--- src/rtl/imem_boot_loader.sv ---
// imem_boot_loader
//   Boot controller for the instruction memory. Receives a program image as a
//   byte stream, packs bytes into 32-bit little-endian words and writes them
//   into imem while holding the core in reset. When loading completes, the
//   core is released and the imem address port is handed to the fetch stage.
//
//   Image format: 4-byte word count N (LE), then N words of 4 bytes each (LE).
//   Word k is written to byte address {k, 2'b00}.
//
// Ports
//   i_clk        clock
//   i_rst_n      synchronous reset, active-low
//   i_rx_data    stream byte
//   i_rx_valid   stream byte valid
//   o_rx_ready   byte accepted when i_rx_valid && o_rx_ready
//   i_boot_start one-cycle pulse: restart loading from the header
//   i_cpu_addr   fetch address from the core
//   o_mem_addr   imem address (fetch address in RUN, load address otherwise)
//   o_mem_wdata  imem write data
//   o_mem_we     imem write enable, one cycle per word
//   o_cpu_rst_n  core reset, active-low; low outside RUN
//   o_busy       loading (HDR/DATA/WR)
//   o_done       core running (RUN)
//   o_err        bad header (ERR)
module imem_boot_loader #(
    parameter int ADDR_W        = 12,
    parameter bit BOOT_ON_RESET = 1'b1
) (
    input  logic              i_clk,
    input  logic              i_rst_n,
    input  logic [7:0]        i_rx_data,
    input  logic              i_rx_valid,
    output logic              o_rx_ready,
    input  logic              i_boot_start,
    input  logic [ADDR_W-1:0] i_cpu_addr,
    output logic [ADDR_W-1:0] o_mem_addr,
    output logic [31:0]       o_mem_wdata,
    output logic              o_mem_we,
    output logic              o_cpu_rst_n,
    output logic              o_busy,
    output logic              o_done,
    output logic              o_err
);

    localparam int          IDX_W = ADDR_W - 2;
    localparam logic [32:0] DEPTH = 33'd1 << IDX_W;

    typedef enum logic [2:0] {
        S_HDR,
        S_DATA,
        S_WR,
        S_RUN,
        S_ERR
    } state_t;

    localparam state_t RESET_STATE = BOOT_ON_RESET ? S_HDR : S_RUN;

    state_t           r_state;
    logic [1:0]       r_byte_cnt;
    logic [IDX_W-1:0] r_word_idx;
    logic [31:0]      r_len;
    logic [31:0]      r_word;
    logic [31:0]      r_mem_wdata;

    logic             w_accept;
    logic [31:0]      w_full_len;
    logic [31:0]      w_full_word;
    logic             w_last_word;

    assign w_accept    = i_rx_valid && o_rx_ready;
    // Incoming byte completes the value in the top lane: first byte ends in [7:0].
    assign w_full_len  = {i_rx_data, r_len[31:8]};
    assign w_full_word = {i_rx_data, r_word[31:8]};
    assign w_last_word = ({{(32-IDX_W){1'b0}}, r_word_idx} == (r_len - 32'd1));

    always_ff @(posedge i_clk) begin
        if (!i_rst_n) begin
            r_state     <= RESET_STATE;
            r_byte_cnt  <= '0;
            r_word_idx  <= '0;
            r_len       <= '0;
            r_word      <= '0;
            r_mem_wdata <= '0;
        end else if (i_boot_start) begin
            // A write in progress (WR) still completes: o_mem_we decodes the current state.
            r_state    <= S_HDR;
            r_byte_cnt <= '0;
            r_word_idx <= '0;
            r_len      <= '0;
            r_word     <= '0;
        end else begin
            case (r_state)
                S_HDR: begin
                    if (w_accept) begin
                        r_len      <= w_full_len;
                        r_byte_cnt <= r_byte_cnt + 2'd1;
                        if (r_byte_cnt == 2'd3) begin
                            if (w_full_len == '0)
                                r_state <= S_RUN;
                            else if ({1'b0, w_full_len} > DEPTH)
                                r_state <= S_ERR;
                            else
                                r_state <= S_DATA;
                        end
                    end
                end
                S_DATA: begin
                    if (w_accept) begin
                        r_word     <= w_full_word;
                        r_byte_cnt <= r_byte_cnt + 2'd1;
                        if (r_byte_cnt == 2'd3) begin
                            r_mem_wdata <= w_full_word;
                            r_state     <= S_WR;
                        end
                    end
                end
                S_WR: begin
                    r_word_idx <= r_word_idx + 1'b1;
                    r_state    <= w_last_word ? S_RUN : S_DATA;
                end
                S_RUN:   r_state <= S_RUN;
                S_ERR:   r_state <= S_ERR;
                default: r_state <= S_ERR;
            endcase
        end
    end

    assign o_rx_ready  = (r_state == S_HDR) || (r_state == S_DATA);
    assign o_mem_we    = (r_state == S_WR);
    assign o_mem_wdata = r_mem_wdata;
    assign o_mem_addr  = (r_state == S_RUN) ? i_cpu_addr : {r_word_idx, 2'b00};
    assign o_cpu_rst_n = (r_state == S_RUN);
    assign o_done      = (r_state == S_RUN);
    assign o_busy      = (r_state == S_HDR) || (r_state == S_DATA) || (r_state == S_WR);
    assign o_err       = (r_state == S_ERR);

endmodule

--- config.mk ---
export PLATFORM = sky130hd
export DESIGN_NAME = imem_boot_loader
export DESIGN_NICKNAME = d
export VERILOG_FILES = /design/src/rtl/imem_boot_loader.sv
export SDC_FILE = /design/constraint.sdc
export NUM_CORES = 1
export LEC_CHECK = 0
export ABC_AREA = 1
export ABC_CLOCK_PERIOD_IN_PS = 1500
export CAP_MARGIN = 20
export CORE_MARGIN = 2
export CORE_UTILIZATION = 25
export CTS_BUF_LIST = sky130_fd_sc_hd__clkbuf_8
export CTS_CLUSTER_SIZE = 28
export DETAILED_ROUTE_END_ITERATION = 6
export PLACE_DENSITY_LB_ADDON = 0.08
export RECOVER_POWER = 50
export SYNTH_ARGS = -nofsm -noshare
export SYNTH_HDL_FRONTEND = slang
export SYNTH_SLANG_ARGS = --single-unit
--- constraint.sdc ---
create_clock -name i_clk -period 1.5 [get_ports i_clk]
set_input_delay 0.3 -clock i_clk [delete_from_list [all_inputs] [get_ports i_clk]]
set_output_delay 0.3 -clock i_clk [all_outputs]
set_load 0.03 [all_outputs]
======== Yosys cells after proc, flatten, opt, wreduce, memory -nomap -nowiden ========
Cells that the tools add are included.
word-level totals
  word-level logic and storage cells ...... 43
  input bits .............................. 24
  output and inout port bits .............. 50
  register bits ........................... 111
operators by class
  reduce and logical (&&, ||, !) cells .... 12
  eq/ne operators ......................... 10
  $lt $le $gt $ge ......................... 1
  bitwise logic cells ..................... 2
  mux-type cells .......................... 9
  add/subtract/negate cells ............... 3
operators with widths
  kind                     count
  $eq A10 B32 Y1           1
  $gt A32 B11 Y1 const B   1
  $logic_not A32 Y1        1
  $sub A32 B1 Y32 const B  1
  $mux W3                  6
  $mux W12                 1
  $pmux W3 S4              1
  $add A10 B1 Y10 const B  1
  $ne A2 B2 Y1 const B     4
  $reduce_and A4 Y1        2
  $eq A3 B2 Y1 const B     2
  $reduce_and A2 Y1        3
  $reduce_or A2 Y1         2
  $eq A3 B1 Y1 const B     1
  $eq A3 B3 Y1 const B     1
  $logic_not A3 Y1         1
  $add A2 B1 Y2 const B    1
  $eq A2 B2 Y1 const B     1
  $logic_or A1 B1 Y1       2
  $mux W2                  1
  $not A1 Y1               2
  $logic_and A1 B1 Y1      1

======== Longest topological paths before layout ========
Gate-level depths: netlist of run 1.
  depth in word-level cells ............... 6
  mapped depth ............................ 15

======== Worst setup path after synthesis of run 1 ========
OpenSTA, ideal clock, no wires.
  path kind ............................... reg-to-output
  start ................................... reg r_state[0]
  end ..................................... out o_mem_addr[0]
  cell stages (with the launch flop) ...... 8
  path slack .............................. -0.553 ns
  data arrival time ....................... 1.753 ns
  path through ............................ dfxtp_1 inv_2 nor2_2 inv_2 nor2_1 clkbuf_1 inv_1 nor2_1
between the ends
  cells in the longest elaborated chain, start to end .. 2
RTL lines
  item                    RTL line  text
  from (decl)             58        state_t r_state;
  from (signal assigned)  119       r_state <= w_last_word ? S_RUN : S_DATA;
  $eq A3 B2 Y1            -
  via o_cpu_rst_n         39        output logic o_cpu_rst_n,
  $mux W12                131       assign o_mem_addr = (r_state == S_RUN) ? i_cpu_addr : {r_word_idx, 2'b00};
  to (decl)               36        output logic [ADDR_W-1:0] o_mem_addr,
The timed path passes the listed nets, and every way through them passes these cells.

======== Worst setup path after layout of run 1 ========
  start ................................... reg r_state[0]
  end ..................................... out o_mem_addr[9]
between the ends
  cells in the longest elaborated chain, start to end .. 2
RTL lines
  item          RTL line
  $eq A3 B2 Y1  131
  $mux W12      131
Every way passes these cells.

==> results of run 1 <==
==> routing by layer <==
layer	up-vias	global-route usage, %	routed length (um)
met5	-	0	0
met4	0	3.20	244
met3	20	2.84	593
met2	100	30.5	9370
met1	2651	21.0	8640
li1	2884	-	-
==> area by class of cell <==
type / count / area, um^2
Sequential cell: 103 / 2080
Multi-Input combinational cell: 555 / 2960
Tap cell: 270 / 338
Clock inverter: 7 / 86.3
Timing Repair Buffer: 226 / 2170
Clock buffer: 9 / 124
Inverter: 81 / 314
Fill cell: 2126 / 12000
==> placed cells by master (no fill, tap or decap), drive strengths merged <==
master and instances:
nor2 181, buf 167, nand2 143, o21ai 121, dfxtp 103, inv 84, a21oi 59, clkdlybuf4s50 23
nand3 19, clkdlybuf4s15 16, dlygate4sd2 15, clkbuf 13, nor3 11, nand4 5, xor2 4, clkinv 4
xnor2 3, ha 3, nor4 2, nand3b 1, a41oi 1, a31oi 1, o32ai 1, bufbuf 1
==> path summary, 6_finish.rpt <==
check                      from             to  cells past startpoint
setup / recovery     r_state[0]  o_mem_addr[9]                      9
hold / removal    r_byte_cnt[0]  r_byte_cnt[0]                      1
setup reg to reg      r_len[15]     r_state[1]                     10
hold reg to reg   r_byte_cnt[0]  r_byte_cnt[0]                      1
==> per-stage QoR <==
step	total power [W]	util, %	TNS [ps]	hold slack (ps)
2_1_floorplan	0.00339	-	-142	429
5_1_grt	0.00611	40.3	-17230	508
6_report	0.00584	40.3	-9470	484
3_5_place_dp	0.00390	35.3	-23780	459
4_1_cts	0.00582	38.8	-9870	481
3_3_place_gp	0.00391	35.3	-22350	444
==> cells by family (layout without fill, tap and decap cells) <==
logic type,count (synthesis),count (layout),share of synthesized area (%)
adder cells (fa/ha/maj),3,3,0.742
buffers and inverters,111,323,8.58
AO/OA/AOI/OAI,183,183,18.4
flip-flops,103,103,40.8
XOR/XNOR,7,7,1.21
AND/OR/NAND/NOR,362,362,30.3
==> state kept, by name (all words and copies together) (netlist names) <==
register     cells
r_word          24
r_len           32
r_word_idx      10
r_byte_cnt       2
r_state          3
o_mem_wdata     32
==> repair_timing <==
item                       in CTS  in global routing
gates resized for setup       140                 70
buffers inserted               15                  6
setup endpoints to repair      91                135
pin swaps                      17                 20
cloned                          4                  5
==> power groups by stage <==
stage | Sequential, W | Combinational [W] | Clock (W)
after global placement | 0.00286 | 0.00105 | 0
after detailed placement | 0.00286 | 0.00104 | 0
after global routing | 0.00281 | 0.00129 | 0.00202
after floorplan | 0.00286 | 0.000536 | 0
after CTS | 0.00281 | 0.00109 | 0.00193
final | 0.00280 | 0.00117 | 0.00186
==> critical path, delay by kind of cell (launching register included) <==
kind                   cells  cell delay, ps
AOI/OAI and AO/OA          1              60
buffers and inverters      5             500
DFF                        1             380
and+or+nand+nor            3             230
==> flow_summary.ini, run 1 <==
[grt]
antenna_found_initial = 0
grt_pass1_vias = 5618
overflow = 0
grt_util_all_layers_pct = 16.8
grt_max_degree = 53
grt_pass1_wl_um = 28800

[synth]
synth_ff_type = dfxtp_1
synth-seq-cells = 103
ys_warn_count = 0
synth_top_area_share_pct = 40.8
synth_cell_types = 32
yosys.area.top_type = dfxtp_1
synthCells = 769
syn_area_mm2 = 0.00506
avgSynthCellArea_um2 = 6.58
synth.area.top_cells = dfxtp_1 41%, nor2_1 12%, o21ai_0 11%
synth_seq_area_share_pct = 40.8
yosysMostFrequentCell = nor2_1
synth_edf_count = 0
synthesis.nets = 796
postSynth.asyncResetShare_pct = 0
synth_commonest_cells = 167 x nor2_1, 133 x nand2_1, 113 x o21ai_0

[routing]
drt_iter0_drc = 241
first_pass_iters = 4
wl_per_cell_um = 15.1
num_vias = 5655
routed_wl_um = 18900
drcViolationCount = 0
avgViaCountPerCell = 4.52
detail-route-antenna-nets = 0

[clock_tree]
numCtsBuffers = 9
h-tree-depth = 3
postCtsHoldBufs = 0
cts-root-buf = clkbuf_8
tritoncts = yes
clockBufferDepth = 2
clkLatencyLatePin_ps = 400
clock-sinks = 103
path_clk_slew_ps = 120

[placement]
place.gp.congestion = 0.888
io_buffers = 73
pre_cts_slack_ps = -365
placed_cell_area_mm2 = 0.00707
dpl.hpwl_um = 13000
dp_cells = 1206

[pwr]
p_comb_share_pct = 20.1
power_frac_clock_pct = 31.9
leakagePower_nw = 3.85
switching_share_pct = 32.1
p_int_w = 0.00397
seq_power_share_pct = 48.0
p_per_area_mw_per_mm2 = 723
peakVddDrop_v = 0.000369
power_switching_w = 0.00187

[floorplan]
core.rowCount = 52
start_util_pct = 25.2
die-area_mm2 = 0.0214
die_h_um = 146
die_w_um = 146
core_area_mm2 = 0.0200
ios = 74

[timing]
relSlewSlack_pct = 77.9
period_needed_ps = 1870
finalClockSkew_ps = 18.5
worst_pin_slew_ps = 332
final-hold-violation-count = 0
drv_slew = 0
fmax_ghz = 0.535
setup_violations = 63
finalWorstSetupSlack_ps = -370
period_share_pct = 125
rsz0062_at_grt = yes

[final_layout]
fin_area_mm2 = 0.00807
area_growth_pct = 59.6
nNetsFinal = 1003
n_antenna_cell = 0
drive_gt1_share_pct = 31.7
layout.cells.non_filler = 1251

[setup_path]
cp.arrival_ps = 1570
worstSetupPathType = reg -> out
rrSetupSlack_ps = -270
critical_path.max_fanout = 6
path_cells = inv_4 -> nor2_4 -> inv_2 -> nor2_4 -> buf_6 -> buf_12 -> nand2_2 -> o21ai_4 -> buf_6
critPathLaunchType = flip-flop
max_stage_delay_ps = 380
required_ps = 1200
crit_slowest_cell = dfxtp_4
end_kind = primary output

[status]
status = finished, violations left
failed_checks = negative setup slack

[run]
maxCapViolCount = 0

[min_path]
hp-class = reg -> reg
Note: power is estimated with default switching activity, not from simulation.
==> run 2: changes to the inputs <==
CORE_ASPECT_RATIO = 1.75   (was unset)
TNS_END_PERCENT = 50   (was unset)
==> run 2 against run 1 <==
The flow still finishes with violations (negative setup slack); global-route usage up 1.9 points; register-to-register slack worse by 110 ps; via count up 0.92%; wire length up 8.7%; utilization up 1.4 points; clock power up 2%; die area up 0.21%; setup slack worse by 60 ps; critical endpoint is now o_mem_addr[5]; highest routed layer unchanged.
==> flow_summary.ini, run 2 (synthesis gave the netlist of run 1 again) <==
[status]
status = finished, violations left
failed_checks = negative setup slack

[pwr]
total_power_w = 0.00587
leakagePower_nw = 3.85
peakVddDrop_v = 0.000387
p_per_area_mw_per_mm2 = 711

[setup_path]
path_cells = inv_1 -> buf_4 -> nor2_4 -> buf_6 -> nand2_2 -> o21ai_2 -> buf_6
rrSetupSlack_ps = -380
critPathLaunchType = flip-flop
worstSetupPathType = reg -> out
max_stage_delay_ps = 380
worstReg2RegEnd = r_word[9]
crit_top_cell = buf_6
crit_slowest_cell = dfxtp_2
required_ps = 1200
critical_path.max_fanout = 6
timing.rr.start = r_state[2]
end_kind = primary output
reg2reg_depth = 13
cp.arrival_ps = 1630

[timing]
period_needed_ps = 1930
rsz0062_at_grt = yes
drv_slew = 0
worst_pin_slew_ps = 351
whs_ps = 493
setup_violations = 81
finalClockSkew_ps = 16.7
final-hold-violation-count = 0
period_share_pct = 129
finalWorstSetupSlack_ps = -430
relSlewSlack_pct = 76.4
fmax_ghz = 0.518

[placement]
pre_cts_slack_ps = -448
dpl.hpwl_um = 14800
dp_cells = 1183
place.gp.congestion = 0.908
io_buffers = 73

[grt]
antenna_found_initial = 0
overflow = 0
grt_pass1_wl_um = 31200
grt_pass1_vias = 5927
grt_util_all_layers_pct = 18.7
grt_max_degree = 53

[floorplan]
die_h_um = 192
die_w_um = 112
core.rowCount = 68
ios = 74
start_util_pct = 25.5
die-area_mm2 = 0.0214
core_area_mm2 = 0.0198

[routing]
detail-route-antenna-nets = 0
num_vias = 5707
drt_iter0_drc = 165
avgViaCountPerCell = 4.63
wl_per_cell_um = 16.6
first_pass_iters = 4
drcViolationCount = 0
routed_wl_um = 20500

[clock_tree]
h-tree-depth = 3
postCtsHoldBufs = 0
clockBufferDepth = 2
tritoncts = yes
cts-root-buf = clkbuf_8
clock-sinks = 103
numCtsBuffers = 9
path_clk_slew_ps = 120
clkLatencyLatePin_ps = 400

[final_layout]
final_common_cell = buf_4
fillCellCount = 2047
layout.cells.non_filler = 1233
most-common-layout-cells = 127 x buf_4, 115 x nand2_1, 109 x nor2_1, 82 x dfxtp_1, 67 x inv_1
n_antenna_cell = 0
drive_gt1_share_pct = 37.3
nNetsFinal = 1010
area_growth_pct = 63.3
final_util_pct = 41.7

[min_path]
min-delay-start = r_byte_cnt[0]
hp-class = reg -> reg
whs_endpoint = r_byte_cnt[0]
holdPathStages = 1

[run]
maxCapViolCount = 0
[run 2: area by class of cell]
| class | instances | area [um^2] | share of cell area, % |
|---|---|---|---|
| tap | 245 | 307 | 3.71 |
| clock inverter | 7 | 81.3 | 0.985 |
| inverter | 81 | 339 | 4.10 |
| timing repair inverter | 3 | 57.6 | 0.697 |
| sequential | 103 | 2090 | 25.3 |
| timing repair buffer | 230 | 2150 | 26.1 |
| multi-input combinational | 555 | 3100 | 37.6 |
| clock buffer | 9 | 124 | 1.50 |
[run 2: worst max path at each step]
| stage | cells past startpoint | endpoint | startpoint |
|---|---|---|---|
| after floorplan | 7 | r_word_idx[8] | r_state[2] |
| after global placement | 11 | r_state[1] | r_len[13] |
| after detailed placement | 12 | r_state[1] | r_len[13] |
| after CTS | 9 | o_mem_addr[2] | r_state[0] |
| after global routing | 14 | o_mem_wdata[8] | r_state[0] |
| final | 7 | o_mem_addr[5] | r_state[1] |
[run 2: power by group]
group	internal, W	total [W]	switching, W
combinational	0.000525	0.00116	0.000634
sequential	0.00277	0.00281	0.0000464
clock	0.000796	0.00190	0.00110
[run 2: what timing repair did]
action / in CTS / in global routing
pin swaps: 37 / 31
setup buffers: 20 / 8
endpoints found under the setup margin: 116 / 121
cloned: 6 / 5
resized for setup: 189 / 127
[run 2: metrics by stage]
stage | TNS [ps] | instance area, um^2
after floorplan | -370 | 5130
after global placement | -18310 | 7010
after detailed placement | -19750 | 7010
after CTS | -25660 | 7930
after global routing | -36080 | 8260
final | -26360 | 8260
[run 2: routing by layer]
metal | wire [um] | up-vias | global-route usage (%)
met2 | 12200 | 98 | 38.8
li1 | - | 2885 | -
met5 | 0 | - | 0
met4 | 1010 | 0 | 10.3
met1 | 6870 | 2678 | 17.1
met3 | 414 | 46 | 2.34
[run 2: worst max-delay path, delay by kind of cell (launching register included)]
kind	cells	cell delay [ps]
flops	1	380
buf+inv	4	570
compound gates	1	60
simple gates	2	230
